## src/rtl/dec_out_packer.sv

```systemverilog
// Drains one hard-decision RAM bank bit-serially and packs the bits LSB-first into OUT_WIDTH-bit stream words.
// Optional feature: define DEC_OUT_PARITY_EN to add the m_parity output (XOR of m_data, qualified by m_valid).
module dec_out_packer #(
    parameter int ADDR_WIDTH = 8,
    parameter int RAM_DEPTH  = 1 << ADDR_WIDTH,
    parameter int OUT_WIDTH  = 8
) (
    input  logic                  clk,
    input  logic                  rst,
    input  logic                  start,
    input  logic                  bank_sel,
    output logic [ADDR_WIDTH-1:0] ram_address,
    output logic [1:0]            ram_cs,
    input  logic [1:0]            ram_data,
    output logic [OUT_WIDTH-1:0]  m_data,
    output logic                  m_valid,
    input  logic                  m_ready,
    output logic                  m_last,
`ifdef DEC_OUT_PARITY_EN
    output logic                  m_parity,
`endif
    output logic                  busy,
    output logic                  done
);

    localparam int NWORDS = RAM_DEPTH / OUT_WIDTH;
    localparam int BIT_W  = (OUT_WIDTH > 1) ? $clog2(OUT_WIDTH) : 1;
    localparam logic [BIT_W-1:0]      LAST_BIT  = BIT_W'(OUT_WIDTH - 1);
    localparam logic [ADDR_WIDTH-1:0] LAST_ADDR = ADDR_WIDTH'(RAM_DEPTH - 1);
    localparam logic [ADDR_WIDTH-1:0] LAST_WORD = ADDR_WIDTH'(NWORDS - 1);

    typedef enum logic [1:0] {
        IDLE,
        FETCH,
        CAPTURE,
        EMIT
    } state_t;

    state_t                  state_q, state_d;
    logic [ADDR_WIDTH-1:0]   addr_q, addr_d;
    logic [BIT_W-1:0]        bit_q, bit_d;
    logic [ADDR_WIDTH-1:0]   word_q, word_d;
    logic                    bank_q, bank_d;
    logic                    fetch_d1_q, fetch_d1_d;
    logic [OUT_WIDTH-1:0]    m_data_q, m_data_d;
    logic                    m_last_q, m_last_d;
    logic                    done_q, done_d;
    logic [OUT_WIDTH-1:0]    sh_q;
    logic                    rd_bit;
`ifdef DEC_OUT_PARITY_EN
    logic                    par_q, par_d;
`endif

    // Read data lags the address by one cycle, so the bank in use stays latched.
    assign rd_bit = ram_data[bank_q];

    always_comb begin
        state_d    = state_q;
        addr_d     = addr_q;
        bit_d      = bit_q;
        word_d     = word_q;
        bank_d     = bank_q;
        m_data_d   = m_data_q;
        m_last_d   = m_last_q;
        done_d     = 1'b0;
        fetch_d1_d = (state_q == FETCH);
        ram_cs     = 2'b00;
`ifdef DEC_OUT_PARITY_EN
        par_d      = par_q;
`endif
        case (state_q)
            IDLE: begin
                if (start) begin
                    bank_d  = bank_sel;
                    addr_d  = '0;
                    bit_d   = '0;
                    word_d  = '0;
                    state_d = FETCH;
                end
            end
            FETCH: begin
                ram_cs = bank_q ? 2'b10 : 2'b01;
                // Saturate at the top address so a full-depth bank never wraps.
                if (addr_q != LAST_ADDR) begin
                    addr_d = addr_q + ADDR_WIDTH'(1);
                end
                if (bit_q == LAST_BIT) begin
                    bit_d   = '0;
                    state_d = CAPTURE;
                end else begin
                    bit_d = bit_q + BIT_W'(1);
                end
            end
            CAPTURE: begin
                m_data_d = {rd_bit, sh_q[OUT_WIDTH-1:1]};
                m_last_d = (word_q == LAST_WORD);
`ifdef DEC_OUT_PARITY_EN
                par_d    = ^{rd_bit, sh_q[OUT_WIDTH-1:1]};
`endif
                state_d  = EMIT;
            end
            EMIT: begin
                if (m_ready) begin
                    m_last_d = 1'b0;
`ifdef DEC_OUT_PARITY_EN
                    par_d    = 1'b0;
`endif
                    if (word_q == LAST_WORD) begin
                        done_d  = 1'b1;
                        state_d = IDLE;
                    end else begin
                        word_d  = word_q + ADDR_WIDTH'(1);
                        state_d = FETCH;
                    end
                end
            end
            default: state_d = IDLE;
        endcase
    end

    always_ff @(posedge clk or posedge rst) begin
        if (rst) begin
            state_q    <= IDLE;
            addr_q     <= '0;
            bit_q      <= '0;
            word_q     <= '0;
            bank_q     <= 1'b0;
            fetch_d1_q <= 1'b0;
            m_data_q   <= '0;
            m_last_q   <= 1'b0;
            done_q     <= 1'b0;
        end else begin
            state_q    <= state_d;
            addr_q     <= addr_d;
            bit_q      <= bit_d;
            word_q     <= word_d;
            bank_q     <= bank_d;
            fetch_d1_q <= fetch_d1_d;
            m_data_q   <= m_data_d;
            m_last_q   <= m_last_d;
            done_q     <= done_d;
        end
    end

`ifdef DEC_OUT_PARITY_EN
    always_ff @(posedge clk or posedge rst) begin
        if (rst) begin
            par_q <= 1'b0;
        end else begin
            par_q <= par_d;
        end
    end

    assign m_parity = par_q;
`endif

    // Bits arrive at the MSB and shift down, so the first fetched bit ends up in bit 0.
    always_ff @(posedge clk) begin
        if (fetch_d1_q) begin
            sh_q <= {rd_bit, sh_q[OUT_WIDTH-1:1]};
        end
    end

    assign ram_address = addr_q;
    assign m_data      = m_data_q;
    assign m_valid     = (state_q == EMIT);
    assign m_last      = m_last_q;
    assign busy        = (state_q != IDLE);
    assign done        = done_q;

endmodule
```

## config.mk

```make
export PLATFORM = sky130hd
export DESIGN_NAME = dec_out_packer
export DESIGN_NICKNAME = d
export VERILOG_FILES = /design/src/rtl/dec_out_packer.sv
export SDC_FILE = /design/constraint.sdc
export NUM_CORES = 1
export LEC_CHECK = 0
export BUFFER_PORTS_ARGS = -buffer_cell sky130_fd_sc_hd__buf_2
export CAP_MARGIN = 10
export CORE_UTILIZATION = 45
export CTS_CLUSTER_DIAMETER = 120
export DETAILED_ROUTE_END_ITERATION = 8
export GPL_TIMING_DRIVEN = 0
export PLACE_DENSITY = 0.66
export SLEW_MARGIN = 25
export SYNTH_ARGS = -nofsm -noshare
export SYNTH_HDL_FRONTEND = slang
export SYNTH_SLANG_ARGS = --single-unit
```

## constraint.sdc

```tcl
create_clock -name clk -period 2.74 [get_ports clk]
set_input_delay 0.274 -clock clk [delete_from_list [all_inputs] [get_ports clk]]
set_output_delay 0.274 -clock clk [all_outputs]
set_load 0.01 [all_outputs]
```

==> flow_summary_export.csv, run 1 <==
group,metric,value,unit
logic_synthesis,yosys.area.top_type,"dfrtp_1",
setup_path,reg2regPathDepth,6,
global_route,grt_pass1_vias,1344,
setup_path,r2r-end,"ram_address[2]",
setup_path,crit_family,"compound AO/OA/AOI/OAI gates",
logic_synthesis,synth-edff-count,7,
sta,drv_slew,0,
detailed_routing,ant_nets,0,
detailed_routing,wl_met1,1643,um
detailed_routing,wl_met3,125,um
detailed_routing,wl_met2,1715,um
setup_path,path_buf_inv,1,
floorplan,die_area,0.004488,mm2
logic_synthesis,synth_top_area_frac,0.4345,
clock_tree,cts_setup_buffers,0,
setup_path,end_kind,"register",
cells_and_area,fillCellCount,378,
setup_path,crit_required,2.93,ns
sta,rsz0062_at_grt,"false",
logic_synthesis,ys_types,46,
sta,fin_skew,0.009261,ns
setup_path,crit_slowest_cell,"dfrtp_1",
place,portBuffers,28,
global_route,grt_max_degree,34,
clock_tree,htreeDepth,2,
setup_path,cp_cell_sequence,"inv_1 -> ha_1 -> mux2i_1 -> a31oi_2 -> o21ai_1 -> a21o_1",
global_route,antenna_found_initial,0,
setup_path,critPathMaxStageDelay,0.41,ns
global_route,grt.total_usage,0.1896,
detailed_routing,top_layer,"met4",
clock_tree,clk_latency,0.29,ns
place,dpl.hpwl,2527,um
clock_tree,cts_root_buffer,"clkbuf_8",
clock_tree,ctsResizeCount,0,
logic_synthesis,yosys_register_bits,40,
hold_path,min_path_type,"in -> async",
logic_synthesis,ys.warnings.count,0,
floorplan,die_height,66.99,um
clock_tree,tritoncts,"yes",
cells_and_area,areaGrowthSynthToFinish,15.08,%
detailed_routing,vias,1378,
logic_synthesis,avgSynthCellArea,11.88,um2
flow_run,max_cap_violations,0,
sta,finalHoldViolations,0,
floorplan,die_w,66.99,um
floorplan,initial_core_util,0.4717,
cells_and_area,post-route-util,0.5429,
detailed_routing,finalWirelength,3560,um
clock_tree,cts_sinks,40,
power,p_leak,1.032,nW
floorplan,num_rows,23,
sta,max_freq,0.5100,GHz
sta,slew_headroom,0.5317,
logic_synthesis,post_synth_inst_count,160,
sta,min_period,1.961,ns
setup_path,r2r_slack,0.78,ns
logic_synthesis,synth_area_leaders,"dfrtp_1 (43%), edfxtp_1 (11%), mux2_2 (6.5%)",
sta,setup_viol,0,
detailed_routing,via_per_inst,5.602,
status,outcome,"finished clean",
logic_synthesis,synth_flop_cell,"dfrtp_1",
place,gp_congestion,0.7929,
floorplan,core-area,0.004029,mm2
sta,worst_pin_slew,0.7014,ns
floorplan,pin_count,29,
power,ir_drop,638.0,uV
cells_and_area,drive_gt1_frac,0.2806,
global_route,grt_pass1_wl,6189,um
detailed_routing,post_drt_wl_per_cell,14.47,um
clock_tree,path_clk_slew,0.08,ns
setup_path,path_class,"reg -> reg",
sta,min_period_over_period,0.7156,
cells_and_area,nNetsFinal,210,
logic_synthesis,synth_commonest_cells,"dfrtp_1 (33), inv_1 (13), mux2_2 (11), nand3_1 (9), o21ai_1 (9)",
logic_synthesis,synthesis.area,0.001901,mm2
detailed_routing,drt_iter0_drc,67,
clock_tree,cts-buffers-inserted,5,
power,power.density,1034,mW/mm2
logic_synthesis,synth_most_common_cell,"dfrtp_1",
logic_synthesis,ys_async_sr_fraction,0.8250,
cells_and_area,diodes,0,
detailed_routing,drc_errors,0,
setup_path,worstReg2RegStart,"state_q[0]",
detailed_routing,dr.pass1.iters,4,
setup_path,worstSetupStartpointType,"register",
logic_synthesis,syn-num-nets,175,
global_route,overflow,0,
clock_tree,clockBufferDepth,2,
setup_path,cp_max_fo,8,
logic_synthesis,yosysSeqAreaShare,0.5451,
clock_tree,cts_hold_buf,0,
sta,fin_tns_setup,0,ns
setup_path,critical_path_arrival,2.15,ns
-- cells by family (layout without fill, tap and decap cells) --
group / count (synthesis) / count (layout) / synth area share
simple gates: 42 / 42 / 0.1310
compound gates: 39 / 39 / 0.1521
mux: 13 / 13 / 0.07571
flops: 40 / 40 / 0.5451
xor+xnor: 2 / 2 / 0.009218
fa+ha+maj: 8 / 8 / 0.05267
buf+inv: 16 / 52 / 0.03423
-- where the power goes --
part	switching [W]	leakage [nW]	total [W]	internal, W
Sequential	0.000159	0.489	0.000983	0.000824
Clock	0.000200	0.0388	0.000376	0.000176
Combinational	0.000492	0.505	0.000901	0.000410
-- routing by layer --
layer,global-route usage,vias up
met5,0,-
li1,-,660
met4,0.08777,0
met3,0.05137,7
met2,0.3005,24
met1,0.2386,687
-- cell usage in the layout (no fill, tap or decap), types with 2 or more instances in the layout --
cell type	instances
a21o_1	6
a21oi_1	3
and2_1	2
and3_1	5
buf_2	29
clkbuf_1	2
clkbuf_8	5
dfrtp_1	33
edfxtp_1	7
ha_1	8
inv_1	12
mux2_2	11
mux2i_1	2
nand2_1	5
nand2b_1	2
nand3_1	9
nand4_1	2
nor2_1	4
nor3_1	2
nor3b_1	3
o21ai_0	5
o21ai_1	9
o31ai_1	2
xor2_1	2
-- worst reg2reg max path, stage by stage, from the launching register on --
cell and delay, ns:
dfrtp_1 0.41, inv_1 0.16, ha_1 0.37, mux2i_1 0.20
a31oi_2 0.38, o21ai_1 0.13, a21o_1 0.19
-- stage by stage --
stage | hold WS [ns] | area (um2) | power, W | cells | setup slack, ns
floorplan | 0.4029 | 1901 | 0.001622 | 160 | 1.050
global route | 0.1441 | 2187 | 0.002449 | 246 | 0.6106
finish | 0.08404 | 2187 | 0.002261 | 246 | 0.7794
CTS | 0.1093 | 2187 | 0.002295 | 246 | 0.7543
detailed placement | 0.4363 | 2103 | 0.001906 | 238 | 0.7695
global placement | 0.4237 | 2103 | 0.001846 | 238 | 0.8428
-- final cells by class --
type / instances / area, um2 / share of cell area
Multi-Input combinational cell: 104 / 799.5 / 0.3656
Sequential cell: 40 / 1036 / 0.4737
Clock inverter: 2 / 11.26 / 0.005149
Tap cell: 50 / 62.56 / 0.02860
Clock buffer: 6 / 72.57 / 0.03318
Inverter: 13 / 48.80 / 0.02231
Timing Repair Buffer: 28 / 140.1 / 0.06407
Buffer: 3 / 16.27 / 0.007437
-- worst max path at each step --
stage | startpoint | to | slack [ns] | depth (start not counted)
after floorplan | ram_address[0] | ram_address[6] | 1.05 | 6
after global placement | state_q[0] | ram_address[3] | 0.84 | 6
after detailed placement | state_q[0] | ram_address[2] | 0.77 | 6
after CTS | state_q[0] | ram_address[2] | 0.75 | 6
after global routing | state_q[0] | ram_address[7] | 0.61 | 6
final | state_q[0] | ram_address[2] | 0.78 | 6
-- sequential cells by signal, indices dropped and copies added (netlist names), 2 cells and up --
register / cells
word_q: 8
state_q: 2
sh_q: 7
bit_q: 3
m_data: 8
ram_address: 8
No activity file was read; power rests on OpenSTA's default activity.
==> run 2: changes to the inputs <==
Settings changed: ABC_AREA set to 1, PLACE_DENSITY 0.66 to 0.65.
Clock period 2.74 ns to 2 ns, I/O delays scaled along.
==> run 2 against run 1 <==
Net effect: first-iteration DRC count grew 51%; sequential power grew 28%; synthesized cell count grew 28%; power grew 25%; clock power grew 39%; die area grew 2.4%; largest power group unchanged.
==> flow_summary_export.csv, run 2 <==
group,metric,value,unit
sta,drv_slew,0,
sta,slew_headroom,0.5389,
sta,min_period,1.674,ns
clock_tree,tritoncts,"yes",
sta,setup_viol,0,
sta,worst_pin_slew,0.6907,ns
clock_tree,cts_root_buffer,"clkbuf_8",
sta,rsz0062_at_grt,"false",
detailed_routing,vias,1421,
cells_and_area,areaGrowthSynthToFinish,14.77,%
logic_synthesis,synth_commonest_cells,"nand2_1 (58), dfrtp_1 (33), inv_1 (18), nand3_1 (17), nor2_1 (16)",
sta,fin_skew,0.006260,ns
logic_synthesis,synth-edff-count,7,
power,p_total,0.002826,W
sta,finalHoldViolations,0,
logic_synthesis,ys_types,20,
clock_tree,cts-buffers-inserted,5,
global_route,grt.total_usage,0.1798,
cells_and_area,seq_area,0.001036,mm2
sta,holdWs,0.004356,ns
setup_path,worstSetupStartpointType,"register",
setup_path,end_kind,"output port",
logic_synthesis,yosysSeqAreaShare,0.5318,
setup_path,critical_path_arrival,1.47,ns
clock_tree,htreeDepth,2,
logic_synthesis,ys.warnings.count,0,
logic_synthesis,synthesis.area,0.001948,mm2
cells_and_area,mostFrequentLayoutCell,"nand2_1",
global_route,grt_pass1_vias,1428,
sta,max_freq,0.5974,GHz
sta,fin_tns_setup,0,ns
global_route,grt_max_degree,34,
detailed_routing,post_drt_wl_per_cell,11.76,um
setup_path,path_class,"reg -> out",
floorplan,die_w,67.80,um
power,power.density,1264,mW/mm2
power,ir_drop,835.9,uV
setup_path,crit_required,1.80,ns
logic_synthesis,synth_flop_cell,"dfrtp_1",
place,gp_congestion,0.7314,
detailed_routing,drc_errors,0,
clock_tree,cts_sinks,40,
detailed_routing,ant_nets,0,
floorplan,initial_core_util,0.4767,
setup_path,cp_max_fo,6,
logic_synthesis,synth_top_area_frac,0.4239,
detailed_routing,via_per_inst,4.883,
floorplan,num_rows,23,
global_route,overflow,0,
global_route,grt_pass1_wl,5996,um
floorplan,pin_count,29,
floorplan,die_height,67.80,um
detailed_routing,finalWirelength,3421,um
cells_and_area,nNetsFinal,255,
clock_tree,ctsResizeCount,0,
logic_synthesis,syn-num-nets,220,
logic_synthesis,yosys_register_bits,40,
logic_synthesis,post_synth_inst_count,205,
detailed_routing,drt_iter0_drc,101,
power,p_leak,1.088,nW
cells_and_area,diodes,0,
cells_and_area,multiInputGateArea,824.5,um2
logic_synthesis,ys_async_sr_fraction,0.8250,
floorplan,core-area,0.004086,mm2
place,dpl.hpwl,2416,um
status,outcome,"finished clean",
cells_and_area,layout_common_cells,"nand2_1 (58), dfrtp_1 (33), buf_2 (29)",
clock_tree,clockBufferDepth,2,
logic_synthesis,yosys.area.top_type,"dfrtp_1",
logic_synthesis,synth_most_common_cell,"nand2_1",
floorplan,die_area,0.004596,mm2
clock_tree,clk_latency,0.29,ns
clock_tree,path_clk_slew,0.08,ns
clock_tree,cts_hold_buf,0,
clock_tree,cts_setup_buffers,0,
cells_and_area,drive_gt1_frac,0.2490,
logic_synthesis,synth_area_leaders,"dfrtp_1 (42%), nand2_1 (11%), edfxtp_1 (11%)",
hold_path,min_path_type,"in -> async",
sta,min_period_over_period,0.8370,
detailed_routing,dr.pass1.iters,4,
place,portBuffers,28,
cells_and_area,fillCellCount,378,
flow_run,max_cap_violations,0,
logic_synthesis,avgSynthCellArea,9.503,um2
global_route,antenna_found_initial,0,
run 2: area by class of cell:
cell class | count | area share
buffer | 1 | 0.002238
clock inverter | 2 | 0.005596
clock buffer | 6 | 0.03246
inverter | 22 | 0.03693
tap | 50 | 0.02798
multi-input combinational | 142 | 0.3688
sequential | 40 | 0.4633
timing repair buffer | 28 | 0.06267
run 2: critical path, cell delays in order, from the launching register on:
cell and delay, ns:
dfrtp_1 0.41, inv_1 0.12, ha_1 0.34, inv_2 0.10
nor2_1 0.09, buf_2 0.13
run 2: cell families (layout without fill, tap and decap cells):
logic type                 Yosys count  in the layout  share of synthesized area
muxes                                9              9                    0.05202
DFF                                 40             40                     0.5318
buffers and inverters               23             59                    0.04495
and+or+nand+nor                    102            102                     0.2402
AOI/OAI and AO/OA                   16             16                    0.04817
xor gates and xnor gates             7              7                    0.03147
adders and majority gates            8              8                    0.05138
run 2: path summary, 6_finish.rpt:
path,startpoint,endpoint,slack (ns),depth (start not counted)
worst min register to register,sh_q[2],sh_q[1],0.45,0
max in group asynchronous,rst,word_q[5],1.54,2
worst max register to register,state_q[0],word_q[4],0.38,9
min in group clk,bank_sel,bank_q,0.14,2
worst min-delay path,rst,ram_address[0],0.004,2
worst max-delay path,state_q[1],ram_cs[0],0.33,5
run 2: routing by layer:
layer,wire [um],vias to the layer above,track usage
met5,0,-,0
met4,93,0,0.09115
met3,129,12,0.04730
met2,1546,32,0.2933
met1,1652,651,0.2176
li1,-,726,-
run 2: power breakdown:
group | switching, W | total, W | internal (W)
combinational | 0.000630 | 0.00105 | 0.000418
sequential | 0.000166 | 0.00126 | 0.00109
clock | 0.000278 | 0.000522 | 0.000244
run 2: per-stage QoR:
stage                     instances  worst slack [ns]  cell area [um2]  utilization
final                           291            0.3260             2236       0.5472
after global routing            291            0.1898             2236       0.5472
after CTS                       291            0.3066             2236       0.5472
after detailed placement        283            0.3705             2151       0.5263
after global placement          283            0.3716             2151       0.5263
after floorplan                 205            0.5998             1948            -
==> run 3: changes to the inputs <==
Clock period 2 ns to 1.55 ns, I/O delays scaled along.
==> run 3 against run 2 <==
Net effect: sequential cell count is the same; combinational power grew 55%; hold slack gained 0.089 ns; clock-buffer cell count is the same; final cell count grew 3.8%; highest routed layer unchanged; sequential share of layout area shrank 2.9 points; critical path depth grew 4; setup slack lost 0.24 ns; core utilization grew 3.8 points; die area is the same; cell area grew 6.9%; via count grew 4.9%.
==> flow_summary_export.csv, run 3 (synthesized netlist as in run 2, its figures left out) <==
group,metric,value,unit
detailed_routing,post_drt_wl_per_cell,12.28,um
global_route,overflow,0,
place,portBuffers,28,
global_route,antenna_found_initial,0,
clock_tree,clk_latency,0.29,ns
power,p_sw_frac,0.3811,
global_route,grt.total_usage,0.1809,
power,p_leak,1.135,nW
sta,holdWs,0.09352,ns
clock_tree,clockBufferDepth,2,
setup_path,path_class,"reg -> reg",
setup_path,cp_max_fo,7,
setup_path,cp_cell_sequence,"buf_4 -> ha_2 -> nand2_1 -> nand2_1 -> inv_2 -> nand3_4 -> nand2_2 -> nand2_1 -> nand2_1",
cells_and_area,drive_gt1_frac,0.3254,
detailed_routing,vias,1491,
floorplan,num_rows,23,
setup_path,path_buf_inv,2,
power,ir_drop,1259,uV
place,dpl.hpwl,2416,um
floorplan,die_w,67.80,um
clock_tree,cts_sinks,40,
power,switchingPower,0.001500,W
floorplan,die_height,67.80,um
clock_tree,tritoncts,"yes",
detailed_routing,finalWirelength,3710,um
setup_path,critical_path_arrival,1.69,ns
setup_path,crit_required,1.78,ns
hold_path,min_path_type,"in -> reg",
global_route,grt_pass1_vias,1432,
cells_and_area,layout_common_cells,"nand2_1 (57), dfrtp_1 (32), buf_2 (29)",
clock_tree,htreeDepth,2,
detailed_routing,drt_iter0_drc,107,
sta,max_freq,0.6840,GHz
detailed_routing,top_layer,"met4",
floorplan,pin_count,29,
floorplan,die_area,0.004596,mm2
sta,slew_headroom,0.5397,
detailed_routing,wl_met2,1713,um
sta,fin_skew,0.007524,ns
global_route,grt_max_degree,34,
cells_and_area,diodes,0,
sta,min_period,1.462,ns
cells_and_area,fillCellCount,367,
detailed_routing,via_per_inst,4.937,
flow_run,max_cap_violations,0,
setup_path,end_kind,"register",
cells_and_area,mostFrequentLayoutCell,"nand2_1",
detailed_routing,wl_met1,1795,um
sta,min_period_over_period,0.9432,
sta,rsz0062_at_grt,"false",
sta,drv_slew,0,
detailed_routing,drc_errors,0,
setup_path,worst_path_most_repeated_cell,"nand2_1",
setup_path,crit_slowest_cell,"dfrtp_1",
sta,setup_viol,0,
detailed_routing,wl_met3,113,um
setup_path,crit_family,"simple AND/OR/NAND/NOR gates",
clock_tree,path_clk_slew,0.07,ns
detailed_routing,dr.pass1.iters,4,
place,dp.cells,283,
floorplan,core-area,0.004086,mm2
setup_path,critPathMaxStageDelay,0.41,ns
cells_and_area,instances_no_fill,302,
floorplan,initial_core_util,0.4767,
power,p_int,0.002437,W
power,power.density,1647,mW/mm2
clock_tree,cts_root_buffer,"clkbuf_8",
global_route,grt_pass1_wl,6030,um
power,p_comb_frac,0.413,
cells_and_area,nNetsFinal,266,
setup_path,worstSetupStartpointType,"register",
status,outcome,"finished clean",
power,clkPwrFrac,0.172,
sta,worst_pin_slew,0.6895,ns
sta,finalHoldViolations,0,
place,gp_congestion,0.7314,
detailed_routing,ant_nets,0,
power,p_seq_frac,0.415,
clock_tree,cts-buffers-inserted,5,
cells_and_area,areaGrowthSynthToFinish,22.67,%
## run 3: layer usage
layer / vias to the layer above / track usage
met5: - / 0
met4: 0 / 0.09115
met3: 11 / 0.04730
met2: 23 / 0.2946
met1: 703 / 0.2197
li1: 754 / -
## run 3: layout make-up
class	count	area, um2	share of cell area
multi-input combinational	143	899.6	0.3764
sequential	40	1037	0.4340
tap	50	62.56	0.02618
buffer	1	5.005	0.002094
inverter	22	82.58	0.03456
clock buffer	6	72.57	0.03037
timing repair buffer	38	217.7	0.09110
clock inverter	2	12.51	0.005236
## run 3: what timing repair did
item,CTS,global route
setup endpoints to repair,21,21
gates cloned,0,1
hold endpoints to repair,33,0
hold buffers,1,0
gates resized for setup,2,16
pin swaps,0,3
setup buffers,0,9
## run 3: stage by stage
step | total power (W) | setup TNS [ns] | setup WS, ns | utilization | cell area, um2
final | 0.003937 | 0 | 0.08808 | 0.5848 | 2390
after global routing | 0.004233 | 0 | 0.00001998 | 0.5848 | 2390
after CTS | 0.003721 | -0.01258 | -0.01258 | 0.5508 | 2251
after detailed placement | 0.003021 | -0.7249 | -0.07951 | 0.5263 | 2151
after global placement | 0.002963 | -0.5830 | -0.07837 | 0.5263 | 2151
after floorplan | 0.002584 | 0 | 0.1498 | - | 1948
## run 3: final timing paths
kind	start	slack, ns	end	depth (start not counted)
worst max-delay path	state_q[1]	0.09	word_q[4]	9
worst min-delay path	bank_sel	0.09	bank_q	2
worst max register to register	state_q[1]	0.09	word_q[4]	9
worst min register to register	sh_q[2]	0.45	sh_q[1]	0
max in group asynchronous	rst	0.55	state_q[0]	3
min in group asynchronous	rst	0.51	ram_address[0]	3
## run 3: power by group through the flow
stage / sequential [W] / combinational, W / clock (W)
after floorplan: 0.00166 / 0.000926 / 0
after global placement: 0.00163 / 0.00133 / 0
after detailed placement: 0.00164 / 0.00138 / 0
after CTS: 0.00162 / 0.00139 / 0.000706
after global routing: 0.00168 / 0.00181 / 0.000743
final: 0.00163 / 0.00163 / 0.000678
